==> config.mk <==
export PLATFORM = sky130hd
export DESIGN_NAME = spi_master2
export DESIGN_NICKNAME = d
export VERILOG_FILES = /design/src/rtl/spi_master2_pkg.sv /design/src/rtl/spi_master2.sv
export SDC_FILE = /design/constraint.sdc
export NUM_CORES = 1
export LEC_CHECK = 0
export ABC_AREA = 0
export CELL_PAD_IN_SITES_DETAIL_PLACEMENT = 1
export CELL_PAD_IN_SITES_GLOBAL_PLACEMENT = 1
export CORE_MARGIN = 1.5
export CORE_UTILIZATION = 35
export DETAILED_ROUTE_END_ITERATION = 6
export GPL_ROUTABILITY_DRIVEN = 0
export PLACE_DENSITY = 0.73
export SYNTH_ARGS = -nofsm -noshare
export SYNTH_HDL_FRONTEND = slang
export SYNTH_SLANG_ARGS = --single-unit
==> constraint.sdc <==
create_clock -name sck -period 1.9 [get_ports sck]
set_input_delay 0.57 -clock sck [delete_from_list [all_inputs] [get_ports sck]]
set_output_delay 0.57 -clock sck [all_outputs]
set_load 0.1 [all_outputs]
==> src/rtl/spi_master2_pkg.sv <==
// Shared types and sizing for the MAX7219 SPI frame transmitter.
package spi_master2_pkg;

    localparam int unsigned DEF_WORD_W = 16;
    localparam int unsigned FRAME_W    = 2 * DEF_WORD_W;

    typedef enum logic [1:0] {
        ST_LOAD  = 2'd0,
        ST_SHIFT = 2'd1,
        ST_DONE  = 2'd2
    } state_t;

endpackage : spi_master2_pkg

==> src/rtl/spi_master2.sv <==
// Continuous write-only SPI transmitter for a MAX7219 chain: LOAD -> SHIFT x FRAME -> DONE,
// clocked on the falling edge of sck so the slave samples mosi on the rising edge.
module spi_master2
    import spi_master2_pkg::*;
#(
    parameter int unsigned WORD_W = DEF_WORD_W
) (
    input  logic              sck,
    input  logic              rst_n,
    input  logic [WORD_W-1:0] address,
    input  logic [WORD_W-1:0] data,
    output logic              finish,
    output logic              mosi,
    output logic              cs
);

    localparam int unsigned FRM_W = 2 * WORD_W;
    localparam int unsigned CNT_W = $clog2(FRM_W);

    state_t             state;
    state_t             state_next;
    logic [FRM_W-1:0]   shreg;
    logic [FRM_W-1:0]   shift_next;
    logic [CNT_W-1:0]   cnt;
    logic               last_bit;
    logic               cs_next;
    logic               mosi_next;
    logic               finish_next;

    assign last_bit = (cnt == CNT_W'(FRM_W - 1));

    // Frame presented to the line next cycle: fresh capture out of LOAD, else shift left.
    assign shift_next = (state == ST_LOAD) ? {address, data} : (shreg << 1);

    // State, datapath and registered outputs; rst_n is an active-high synchronous reset.
    always_ff @(negedge sck) begin
        if (rst_n) begin
            state  <= ST_LOAD;
            shreg  <= '0;
            cnt    <= '0;
            cs     <= 1'b1;
            mosi   <= 1'b0;
            finish <= 1'b0;
        end else begin
            state  <= state_next;
            cs     <= cs_next;
            mosi   <= mosi_next;
            finish <= finish_next;
            case (state)
                ST_LOAD: begin
                    shreg <= shift_next;
                    cnt   <= '0;
                end
                ST_SHIFT: begin
                    shreg <= shift_next;
                    if (!last_bit) begin
                        cnt <= cnt + CNT_W'(1);
                    end
                end
                default: ;
            endcase
        end
    end

    // Next-state logic.
    always_comb begin
        state_next = state;
        case (state)
            ST_LOAD:  state_next = ST_SHIFT;
            ST_SHIFT: if (last_bit) state_next = ST_DONE;
            ST_DONE:  state_next = ST_LOAD;
            default:  state_next = ST_LOAD;
        endcase
    end

    // Output values for the state being entered, so registered outputs track the state.
    always_comb begin
        cs_next     = 1'b1;
        mosi_next   = 1'b0;
        finish_next = 1'b0;
        case (state_next)
            ST_SHIFT: begin
                cs_next   = 1'b0;
                mosi_next = shift_next[FRM_W-1];
            end
            ST_DONE:  finish_next = 1'b1;
            default: ;
        endcase
    end

endmodule : spi_master2

==> results of run 1 <==
final cells by class:
class,instances,area (µm²),share of cell area (%)
Clock buffer,5,68.8,2.54
Clock inverter,44,165,6.10
Inverter,2,7.51,0.277
Multi-Input combinational cell,120,1110,41.0
Sequential cell,41,833,30.8
Tap cell,70,87.6,3.23
Timing Repair Buffer,46,435,16.1
power breakdown:
group          switching, mW  total [mW]  leakage (nW)  internal, mW
Clock                  0.542       0.902         0.270         0.360
Combinational          0.114       0.291         0.692         0.177
Sequential            0.0314       0.940         0.340         0.909
path summary, 6_finish.rpt:
path | startpoint | to | slack, ns | cells past startpoint
worst max register to register | cnt[0]$_SDFFE_NP0P_ | cnt[3]$_SDFFE_NP0P_ | 0.05 | 6
worst min register to register | shreg[24]$_SDFFE_NP0P_ | shreg[24]$_SDFFE_NP0P_ | 0.50 | 2
worst max-delay path | finish$_SDFF_NP0_ | finish | -0.48 | 1
worst min-delay path | shreg[24]$_SDFFE_NP0P_ | shreg[24]$_SDFFE_NP0P_ | 0.50 | 2
cells by family after synthesis:
family                     share of synthesized area, %
and+or+nand+nor                                    11.9
AOI/OAI and AO/OA                                  3.18
DFF                                                44.4
buffers and inverters                              4.06
adders and majority gates                          1.35
muxes                                              35.1
cell usage in the layout (no fill, tap or decap), drive strengths merged, types with 2 or more instances in the layout:
master,Yosys,final
nand3,2,2
nor2,35,35
ha,2,2
mux2,30,30
buf,8,18
clkbuf,5,16
a31oi,2,2
a22oi,3,3
nor4b,2,2
mux2i,31,31
inv,3,46
dlygate4sd2,0,2
dfxtp,41,41
clkdlybuf4s15,0,13
bufbuf,0,2
nand2,3,3
repair_timing:
item                       CTS  global route
pin swaps                   31            17
setup endpoints to repair   44            24
cloned                       2             0
gates resized for setup    105            14
buffers inserted             0             0
stage by stage:
step	setup slack (ns)	hold slack [ns]	setup TNS (ns)	area, µm²
3_3_place_gp	-0.606	0.471	-23.33	2360
2_1_floorplan	-0.140	0.455	-4.56	1900
6_report	-0.482	0.496	-1.44	2710
5_1_grt	-0.511	0.541	-1.52	2710
4_1_cts	-0.494	0.515	-1.48	2750
3_5_place_dp	-0.655	0.487	-24.55	2360
layer usage:
metal | share of wire (%) | wire length (µm)
met2 | 54 | 2710
met3 | 5.0 | 251
met4 | 0.95 | 48
met5 | 0 | 0
met1 | 40 | 2030
state kept, by name (all words and copies together) (netlist names):
register / cells
shreg: 31
cnt: 5
state: 2
cs: 1
finish: 1
mosi: 1
==> results, run 1 <==
- The flow ran to the end, but the final reports show violations.
- The final reports fail on negative setup slack.
- After filler insertion, the fill cell instance count of the layout stands at 599.
- On the critical path, the stage with the largest delay is an instance of sky130_fd_sc_hd__dfxtp_4.
- Once the floorplan was initialized, standard cells occupied 36.2% of the core.
- The maximum buffer depth of the clock tree is 2.
- The number of primary I/O pins is 37.
- The repair_antennas step left the layout with diodes totalling 0.
- The core footprint is 0.00511 mm².
- The clock latency reported for the late side of the worst-skew pair is 0.37 ns.
- The H-tree depth reported by CTS is 2.
- Across the VDD grid, the largest voltage drop is 0.308 mV.
- For this run, global-route usage on met3 was measured as 8.33%.
- The maximum single-stage delay on the critical path is 0.34 ns.
- Measured against its own limit, the worst slew margin works out to 60.8%.
- The number of nets in the synthesized netlist is 213.
- The total power draw is 2.13 mW.
- For the worst setup path, the data arrival time is 1.81 ns.
- Clock tree synthesis inserted a total of 5 buffers.
- The residual DRC count is 0.
- In this run the horizontal extent of the chip is 75.6 µm.
- After synthesis the netlist holds a flip-flop and latch count of 41.
- The fraction of final layout cells sized beyond drive strength 1 is 29.8%.
- Counting tap cells, the placed design contains a total of 278 instances.
- The number of clock sinks is 41.
- The per-instance average area after synthesis is 10.4 µm².
- The floorplan step set the die height to 75.6 µm.
- STA classifies the critical path endpoint as a primary output.
- The pin count of the biggest net entering global routing is 21.
- The clock root buffer is sky130_fd_sc_hd__clkbuf_8.
- After synthesis, the most frequently instantiated cells are sky130_fd_sc_hd__dfxtp_1 (41), sky130_fd_sc_hd__nor2_1 (35), sky130_fd_sc_hd__mux2i_1 (31).
- Yosys mapped a number of flops with a built-in enable equal to 0.
- Setup repair after global routing could not meet its margin everywhere.
- The per-cell via count in the routed design is 4.91.
- After the first detailed-routing iteration, the DRC count stood at 67.
- The netlist uses 25 different library cells.
- The proportion of synthesized chip area in sequential cells is 44.4%.
- Dividing the detail-routed wire length by the instance count gives 15.4 µm.
- The count of input and output buffers is 36.
- The number of global-route vias before repair was 1814.
- STA puts the critical path data required time at 1.33 ns.
- The area growth from synthesis to layout is 46.7%.
- The critical path class is reg -> out.
- The top cell type by area accounts for 44.4% of the synthesized area.
- The met1 layer usage reported by global route is 19.4%.
- The global routing usage summed across all routing layers is 19.3%.
- The slew at the pin closest to its max-slew limit is 0.587 ns.
- Setup violations remaining at the end of the flow were counted as 4.
- The initial antenna violation count is 0.
- The tool flagged a number of max-cap violations equal to 0.
- The clock tree from TritonCTS is yes.
- Traced cell by cell, the critical path runs through buf_12.
- For this run, the leading register cell type out of synthesis is sky130_fd_sc_hd__dfxtp_1.
- The most repeated cell in the gate-level netlist after synthesis is sky130_fd_sc_hd__dfxtp_1.
- The cell area power density is 787 mW/mm².
- The largest fanout on the critical path is 1.
- The gate count of the mapped netlist is 177.
- Broken down by cell family, the worst path's largest delay share belongs to flip-flops.
- The final layout net count is 293.
- In this run the remaining antenna-violating nets after routing total 0.
- The clock-pin slew reported for the worst setup and hold paths after clock tree synthesis is 0.04 ns.
- STA classifies the critical path startpoint as a flop.
- The total global routing overflow is 0.
- The number of detailed-routing iterations run before antenna repair is 4.
- The wire-length estimate of the detail-placed layout is 2910 µm.
- The count of synthesis-stage warnings from yosys is 0.
- The type of the worst min-delay path is reg -> reg.
- The hold violation count in the final report came to 0.
- Global routing consumed, on the met2 layer, 34.0% of the routing resources.
- The layer with the highest usage after global routing is met2.
- The mapped netlist covers 0.00185 mm².
- The count of pins over their slew limit came to 0.
- The library cell with the largest summed area after synthesis is sky130_fd_sc_hd__dfxtp_1.
- The first global-routing pass estimated 8070 µm of wire.
- The number of buffers and inverters on the critical path is 1.
- For this block, the routed nets add up to 5040 µm of wire.
- The share of async-settable or async-resettable flops after synthesis is 0%.
- The number of rows in the core area is 26.
- Leaving out filler cells and counting taps, the final layout contains 328.
- The area enclosed by the die boundary is 0.00572 mm².
- The routed layout has 1610 vias.
- For this design, the CTS-stage hold fixing added 0 buffers.
- Summed over all cells, the static leakage comes to 1.30 nW.
- The final worst clock skew is 0.0184 ns.
- The final standard cell utilization of the core is 53.0%.
- In the post-synthesis netlist, the biggest area contributors are sky130_fd_sc_hd__dfxtp_1 (44%), sky130_fd_sc_hd__mux2_2 (18%), sky130_fd_sc_hd__mux2i_1 (17%).
- In the post-route analysis, the smallest setup slack over all paths is -0.482 ns.
(Power assumes the default switching activity.)
==> run 2, diff against run 1 <==
==> constraint.sdc (replaced) <==
create_clock -name sck -period 2.89 [get_ports sck]
set_input_delay 0.867 -clock sck [delete_from_list [all_inputs] [get_ports sck]]
set_output_delay 0.867 -clock sck [all_outputs]
set_load 0.1 [all_outputs]
==> results, run 2 (synthesized netlist as in run 1, its figures left out) <==
- Traced cell by cell, the critical path runs through buf_12.
- The worst path arrival time came to 2.30 ns (+0.49 ns).
- The hold-fix buffer count after cts came to 0 (unchanged).
- The final reports fail on negative setup slack.
- Setup repair after global routing could not meet its margin everywhere.
- The normalized max-slew margin is 25.3% (-36 points).
- The number of CTS-inserted buffers is 5 (unchanged).
- In this run the clock root is driven by a sky130_fd_sc_hd__clkbuf_8.
- The worst setup path is captured at a primary output.
- The final worst clock skew is 0.0184 ns (+0.0000484 ns).
- The cell with the biggest individual delay on the critical path is sky130_fd_sc_hd__dfxtp_4.
- The top cell types in the final layout, fill and taps aside, are sky130_fd_sc_hd__inv_1 (43), sky130_fd_sc_hd__dfxtp_1 (37), sky130_fd_sc_hd__nor2_1 (35), sky130_fd_sc_hd__mux2i_1 (31), sky130_fd_sc_hd__dlygate4sd2_1 (29).
- The register with the most flip-flops in the final layout is shreg.
- The run finished, with violations left.
- The library cell used most frequently in the layout, excluding fill and tap cells, is sky130_fd_sc_hd__inv_1.
- The number of rows in the core area is 26 (unchanged).
- The first-pass GRT wire length is 6960 µm (-14%).
- The residual DRC count is 0 (unchanged).
- The filler cell count in the final layout is 586 (-2.2%).
- The critical path class is reg -> out.
- The largest fanout on the critical path is 1 (unchanged).
- The area growth from synthesis to layout is 43.1%.
- The maximum buffer depth of the clock tree is 2 (unchanged).
- The worst hold path belongs to the class reg -> reg.
- The number of global-route vias before repair was 1696 (-6.5%).
- The average wire per standard cell was 13.5 µm (-12%).
- STA classifies the critical path startpoint as a flop.
- The number of cells after detailed placement is 277 (-0.36%).
- The reported leakage power is 1.26 nW (-3.2%).
- The maximum single-stage delay on the critical path was 0.34 ns (about the same).
- The post-detailed-routing wire length is 4390 µm (-13%).
- The global routing usage summed across all routing layers came to 16.3% (-3.0 points).
- The count of input and output buffers is 36 (unchanged).
- The starting density of the core is 36.2% (unchanged).
- The flip-flop count of the largest register, all copies and words added is 31 (unchanged).
- TritonCTS built the clock tree.
- The pin count of the biggest net entering global routing came to 42 (+100%).
- The cell family contributing the most delay on the critical path is flip-flops.
- In the final layout, the registers with the most flip-flops are shreg (31), cnt (5), state (2).
- The hold violation count in the final report is 0 (unchanged).
- The H-tree depth reported by CTS came to 2 (unchanged).
- The total global routing overflow was 0 (unchanged).
- The die span in x is 75.6 µm (unchanged).
- The total number of vias was 1576 (-2.1%).
- The number of clock sinks came to 41 (unchanged).
- The cell area power density is 518 mW/mm² (-34%).
- The slew at the pin closest to its max-slew limit was 1.12 ns (+0.534 ns).
- The non-filler instance count after layout was 325 (-0.91%).
- The number of detailed-routing iterations run before antenna repair is 4 (unchanged).
- The final worst slack was -0.274 ns (+0.207 ns).
- The clock-pin slew reported for the worst setup and hold paths after clock tree synthesis came to 0.03 ns (about the same).
- The number of antenna-violating nets in the routed design is 0 (unchanged).
- The clock latency reported for the late side of the worst-skew pair is 0.36 ns (about the same).
- The sum of negative setup slack is -0.810 ns (+0.625 ns).
- The core footprint is 0.00511 mm² (unchanged).
- The worst supply voltage drop on vdd was 0.218 mV (-29%).
- The detailed router's first-iteration violation count is 33 (-51%).
- The half-perimeter wire length after placement is 2800 µm (-3.9%).
- The initial antenna violation count is 0 (unchanged).
- The final layout net count came to 291 (-0.68%).
- The fraction of final layout cells sized beyond drive strength 1 came to 20.8% (-9.1 points).
- The reported max-cap violation count was 0 (unchanged).
- The per-cell via count in the routed design was 4.85 (-1.2%).
- The antenna diode instance count is 0 (unchanged).
- The chip height is 75.6 µm (unchanged).
- The required time at the endpoint of the critical path is 2.02 ns (+0.69 ns).
- The number of buffers and inverters on the critical path was 1 (unchanged).
- The setup violation total in the final timing report is 3 (-1).
- The number of primary I/O pins is 37 (unchanged).
- The area enclosed by the die boundary is 0.00572 mm² (unchanged).
- The count of pins over their slew limit is 0 (unchanged).
## run 2: final timing paths
| check | startpoint | to | slack [ns] | depth (start not counted) |
|---|---|---|---|---|
| worst min register to register | shreg[4]$_SDFFE_NP0P_ | shreg[4]$_SDFFE_NP0P_ | 0.49 | 2 |
| worst max-delay path | mosi$_SDFF_NP0_ | mosi | -0.27 | 1 |
| worst max register to register | cnt[0]$_SDFFE_NP0P_ | cnt[3]$_SDFFE_NP0P_ | 0.89 | 6 |
| worst min-delay path | shreg[4]$_SDFFE_NP0P_ | shreg[4]$_SDFFE_NP0P_ | 0.49 | 2 |
## run 2: metal layers
layer	global-route usage [%]	vias up	routed length, µm	share of wire [%]
li1	-	770	-	-
met1	16.9	749	1790	41
met2	27.3	46	2280	52
met3	6.22	11	230	5.2
met4	11.1	0	86	2.0
met5	0	-	0	0
## run 2: power by group
group | internal [mW] | switching (mW)
Clock | 0.235 | 0.342
Sequential | 0.597 | 0.0168
Combinational | 0.105 | 0.0713
Total | 0.938 | 0.430
## run 2: metrics by stage
stage	cell area [µm²]	power, mW	setup WS (ns)	utilization (%)	hold WS [ns]
6_report	2640	1.37	-0.274	51.7	0.492
5_1_grt	2640	1.47	-0.305	51.7	0.533
4_1_cts	2630	1.40	-0.291	51.5	0.502
3_5_place_dp	2330	0.877	-0.520	45.5	0.486
3_3_place_gp	2330	0.868	-0.429	45.5	0.470
2_1_floorplan	1860	0.800	0.0285	-	0.458
## run 2: what timing repair did
item,4_1_cts,5_1_grt
pin swaps,26,2
setup endpoints to repair,37,5
resized for setup,55,4
buffers inserted,1,0
## run 2: layout make-up
class | count | area (µm²) | share of cell area [%]
flip-flops and latches | 41 | 833 | 31.5
repair buffers | 44 | 423 | 16.0
inverters | 2 | 7.51 | 0.284
multi-input cells | 120 | 1060 | 40.1
well taps | 70 | 87.6 | 3.31
clock inverters | 43 | 163 | 6.16
clock buffers | 5 | 68.8 | 2.60
